$ cat src/rtl/path_arb.sv
// Round-robin arbiter for NREQ path lanes with per-owner burst limit,
// a two-cycle flush sequence and a registered single-beat output stage.
module path_arb #(
    parameter int DWIDTH = 8,
    parameter int NREQ   = 4,
    parameter int BURST  = 4,
    localparam int OW    = (NREQ > 1) ? $clog2(NREQ) : 1
) (
    input  logic                   clk,
    input  logic                   rst,
    input  logic [NREQ-1:0]        req_i,
    input  logic [NREQ*DWIDTH-1:0] data_i,
    input  logic                   ready_i,
    input  logic                   flush_req_i,
    output logic [NREQ-1:0]        gnt_o,
    output logic                   flush_o,
    output logic                   enable_o,
    output logic                   valid_o,
    output logic [DWIDTH-1:0]      data_o,
    output logic [OW-1:0]          owner_o
);

    localparam int unsigned NR = NREQ;
    localparam int CW = (BURST > 1) ? $clog2(BURST) : 1;

    localparam logic [1:0] IDLE  = 2'd0;
    localparam logic [1:0] GRANT = 2'd1;
    localparam logic [1:0] FLUSH = 2'd2;

    logic [1:0]        state;
    logic [OW-1:0]     owner;
    logic [OW-1:0]     rr_pick;
    logic [OW-1:0]     idx;
    logic              rr_found;
    logic [CW-1:0]     burst_cnt;
    logic              flush_cnt;
    logic [NREQ-1:0]   gnt;
    logic              beat;
    logic              owner_req;
    logic              burst_end;
    logic [DWIDTH-1:0] lane_data;

    // Search starts one past the current owner, so a lone requester wraps back to itself.
    always_comb begin
        rr_found = 1'b0;
        rr_pick  = owner;
        idx      = '0;
        for (int unsigned i = 1; i <= NR; i++) begin
            idx = OW'((32'(owner) + i) % NR);
            if (!rr_found && req_i[idx]) begin
                rr_found = 1'b1;
                rr_pick  = idx;
            end
        end
    end

    always_comb begin
        lane_data = '0;
        for (int unsigned k = 0; k < NR; k++) begin
            if (OW'(k) == owner) begin
                lane_data = data_i[k*DWIDTH +: DWIDTH];
            end
        end
    end

    assign owner_req = req_i[owner];

    always_comb begin
        gnt = '0;
        if (state == GRANT && ready_i && owner_req) begin
            gnt[owner] = 1'b1;
        end
    end

    assign beat      = |gnt;
    assign burst_end = beat && (burst_cnt == CW'(BURST - 1));

    always_ff @(posedge clk or posedge rst) begin
        if (rst) begin
            state     <= IDLE;
            owner     <= OW'(NREQ - 1);
            burst_cnt <= '0;
            flush_cnt <= 1'b0;
        end else begin
            case (state)
                IDLE: begin
                    if (flush_req_i) begin
                        state     <= FLUSH;
                        flush_cnt <= 1'b0;
                    end else if (rr_found) begin
                        owner     <= rr_pick;
                        burst_cnt <= '0;
                        state     <= GRANT;
                    end
                end
                GRANT: begin
                    // Flush wins over re-arbitration; a beat in this cycle still lands in the output stage.
                    if (flush_req_i) begin
                        state     <= FLUSH;
                        flush_cnt <= 1'b0;
                    end else if (burst_end || !owner_req) begin
                        burst_cnt <= '0;
                        if (rr_found) begin
                            owner <= rr_pick;
                        end else begin
                            state <= IDLE;
                        end
                    end else if (beat) begin
                        burst_cnt <= burst_cnt + 1'b1;
                    end
                end
                FLUSH: begin
                    if (flush_cnt) begin
                        state     <= IDLE;
                        burst_cnt <= '0;
                        flush_cnt <= 1'b0;
                    end else begin
                        flush_cnt <= 1'b1;
                    end
                end
                default: begin
                    state <= IDLE;
                end
            endcase
        end
    end

    always_ff @(posedge clk or posedge rst) begin
        if (rst) begin
            valid_o <= 1'b0;
            data_o  <= '0;
        end else begin
            valid_o <= beat;
            if (beat) begin
                data_o <= lane_data;
            end
        end
    end

    assign gnt_o    = gnt;
    assign flush_o  = (state == FLUSH);
    assign enable_o = (state != FLUSH);
    assign owner_o  = owner;

endmodule

$ cat config.mk
export PLATFORM = sky130hd
export DESIGN_NAME = path_arb
export DESIGN_NICKNAME = d
export VERILOG_FILES = /design/src/rtl/path_arb.sv
export SDC_FILE = /design/constraint.sdc
export NUM_CORES = 1
export LEC_CHECK = 0
export CAP_MARGIN = 15
export CORE_UTILIZATION = 30
export CTS_BUF_LIST = sky130_fd_sc_hd__clkbuf_8
export DETAILED_ROUTE_END_ITERATION = 10
export SYNTH_ARGS = -nofsm -noshare
export SYNTH_HDL_FRONTEND = slang
export SYNTH_SLANG_ARGS = --single-unit
$ cat constraint.sdc
create_clock -name clk -period 2.5 [get_ports clk]
set_input_delay 0.25 -clock clk [delete_from_list [all_inputs] [get_ports clk]]
set_output_delay 0.25 -clock clk [all_outputs]
set_load 0.02 [all_outputs]
==> qor.yml, run 1 <==
die_x_um: 65.4
leakagePower_nw: 0.817
register_area_sq_um: 403
utilization: 0.505
fin_cells: 248
ys_seq_area_frac: 0.334
clkLatencyLatePin_ns: 0.25
pwr-share-comb: 0.646
post-route-period-util: 0.931
multi_input_comb_area_sq_um: 714
tns_ns: 0
grt_pass1_wl_um: 5530
synth_top_area_frac: 0.290
cts_made_buffers: 3
worst_pin_slew_ns: 0.884
drtIter0Drc: 51
dr.pass1.iters: 4
r2r-end: "burst_cnt[0]$_DFFE_PP0P_"
ant_nets: 0
hold_path_class: "in2async"
grt_max_degree: 19
htreeDepth: 1
worstSetupPathType: "reg2out"
net-switching-power_w: 0.000801
nets: 246
synth_area_leaders: "dfrtp_1, a221oi_1, o21ai_0"
yosysTopAreaCell: "dfrtp_1"
clock-root-buffer: "clkbuf_8"
yosys.cell_count.top_type: "dfrtp_1"
antenna_cells: 0
overflow: 0
synth_compound_area_frac: 0.244
synthMuxAreaShare: 0.0622
grt_setup_unrepaired: "no"
fin_crit_ns: 2.33
clock_sinks: 16
antenna_found_initial: 0
dieHeight_um: 65.4
synth_top_family_by_area: "compound AO/OA/AOI/OAI gates"
rr_worst_depth: 5
switching_share: 0.425
grt_use_total: 0.163
syn_area_per_cell_sq_um: 8.68
wirelength_um: 3400
syn_to_final_growth_pct: 57.9
finalMaxSlewViolations: 0
drc: 0
numPortBuffers: 56
ys.flop_type: "dfrtp_1"
path_max_fanout: 5
post_cts_buffers: 0
ys_ff_latch: 16
fp-row-count: 22
synth_edf_count: 0
cts_buffer_depth: 2
cts_hold_buf: 0
setup_viol: 0
p_per_area_mw_per_mm2: 988
clock_power_share: 0.122
drv_cap: 0
async_flop_share: 1.00
routed_via_density: 5.01
synthCells: 139
dp_hpwl_um: 2620
wl_per_cell_um: 13.7
synthTopCellsByCount: "dfrtp_1, o21ai_0, nor3_1"
ir_drop_mv: 0.553
crit_path_start_kind: "flop"
cts_tree: "built"
yosysWarnings: 0
cts-resized-gates: 4
clk_pin_slew_ns: 0.07
dp.cells: 244
skew_ns: 0.00500
synth_xor_area_frac: 0.00726
critical_path_required_ns: 2.25
vias: 1242
fillCellCount: 337
crit_path_end_kind: "output port"
timing_hold_violations_final: 0
io_pins: 57
dieArea_sq_mm: 0.00428
yosys.area_share.simple: 0.227
maxSlewHeadroom: 0.409
coreArea_sq_mm: 0.00377
status: "complete, no violations"
intPower_w: 0.00108
fin_area_sq_mm: 0.00190
start_util: 0.320
synth_cell_types: 35
arrival_ns: 2.08
grt_pass1_vias: 1209
dpl_cell_area_sq_mm: 0.00185
clock.fmax_mhz: 430
synth-adder-area-share: 0.0519
place.gp.congestion: 0.748
rr_startpoint: "owner_o[0]$_DFFE_PP1P_"
drive_gt1_frac: 0.115
syn_nets: 184
rrSetupSlack_ns: 0.24
synthesis.area_sq_mm: 0.00121
seq_power_share: 0.232
-- area by class of cell --
type / instances / area share
clock buffers: 4 / 0.0289
flip-flops and latches: 16 / 0.212
multi-input cells: 104 / 0.375
well taps: 48 / 0.0315
inverters: 9 / 0.0177
repair buffers: 67 / 0.335
-- worst max-delay path, stage by stage, from the launching register on --
cell and delay (ns):
dfstp_2 0.57, mux4_2 0.54, and4_4 0.24, and2_1 0.17
dlygate4sd2_1 0.31
-- sequential cells by signal (all words and copies together) (netlist names) --
register   cells
burst_cnt      2
data_o         8
flush_cnt      1
owner_o        2
state          2
valid_o        1
-- worst max path at each step --
stage,from,to,depth (start not counted)
floorplan,owner_o[1]$_DFFE_PP1P_,owner_o[0]$_DFFE_PP1P_,8
global placement,req_i[3],gnt_o[0],5
detailed placement,req_i[3],gnt_o[3],5
CTS,owner_o[0]$_DFFE_PP1P_,gnt_o[3],4
global route,owner_o[0]$_DFFE_PP1P_,burst_cnt[0]$_DFFE_PP0P_,5
finish,owner_o[0]$_DFFE_PP1P_,gnt_o[3],4
-- kinds of logic after synthesis --
logic type | count (synthesis)
and+or+nand+nor | 50
muxes | 6
buffers and inverters | 19
adders and majority gates | 5
AOI/OAI and AO/OA | 42
xor gates and xnor gates | 1
DFF | 16
-- power groups by stage --
stage / Sequential [W] / Combinational (W) / Clock [W]
2_1_floorplan: 0.000528 / 0.000679 / 0
3_3_place_gp: 0.000435 / 0.00121 / 0
3_5_place_dp: 0.000443 / 0.00122 / 0
4_1_cts: 0.000438 / 0.00122 / 0.000243
5_1_grt: 0.000455 / 0.00134 / 0.000252
6_report: 0.000437 / 0.00122 / 0.000229
-- layer usage --
metal  track usage  vias up  share of wire
li1              -      631              -
met1         0.208      549           0.46
met5             0        -              0
met2         0.285       60           0.45
met3        0.0382        2          0.092
met4        0.0245        0        0.00088
-- per-stage QoR --
step / setup WS [ns] / total power, W / hold slack (ns)
global route: 0.00840 / 0.00205 / 0.443
detailed placement: 0.139 / 0.00166 / 0.475
finish: 0.172 / 0.00188 / 0.378
CTS: 0.160 / 0.00190 / 0.403
global placement: 0.159 / 0.00164 / 0.464
floorplan: 0.333 / 0.00121 / 0.162
-- layout by cell type (no fill, tap or decap), types with 5 or more instances in the layout --
cell / instances
nor2b_1: 9
clkdlybuf4s50_1: 52
inv_1: 9
nand2_1: 11
nor3_1: 12
and2_1: 5
buf_4: 11
a221oi_1: 8
o21ai_0: 13
a21oi_1: 11
ha_1: 5
dfrtp_1: 14
No activity file was read; power rests on OpenSTA's default activity.
==> run 2: changes to the inputs <==
Settings changed: SLEW_MARGIN from default to 20.
==> results of run 2 <==
Final layout, timing and power as in run 1 (identical DEF).
==> run 3: changes to the inputs <==
Settings changed: CTS_BUF_LIST sky130_fd_sc_hd__clkbuf_8 to default.
==> results of run 3 <==
Final layout, timing and power as in run 1 (identical DEF).
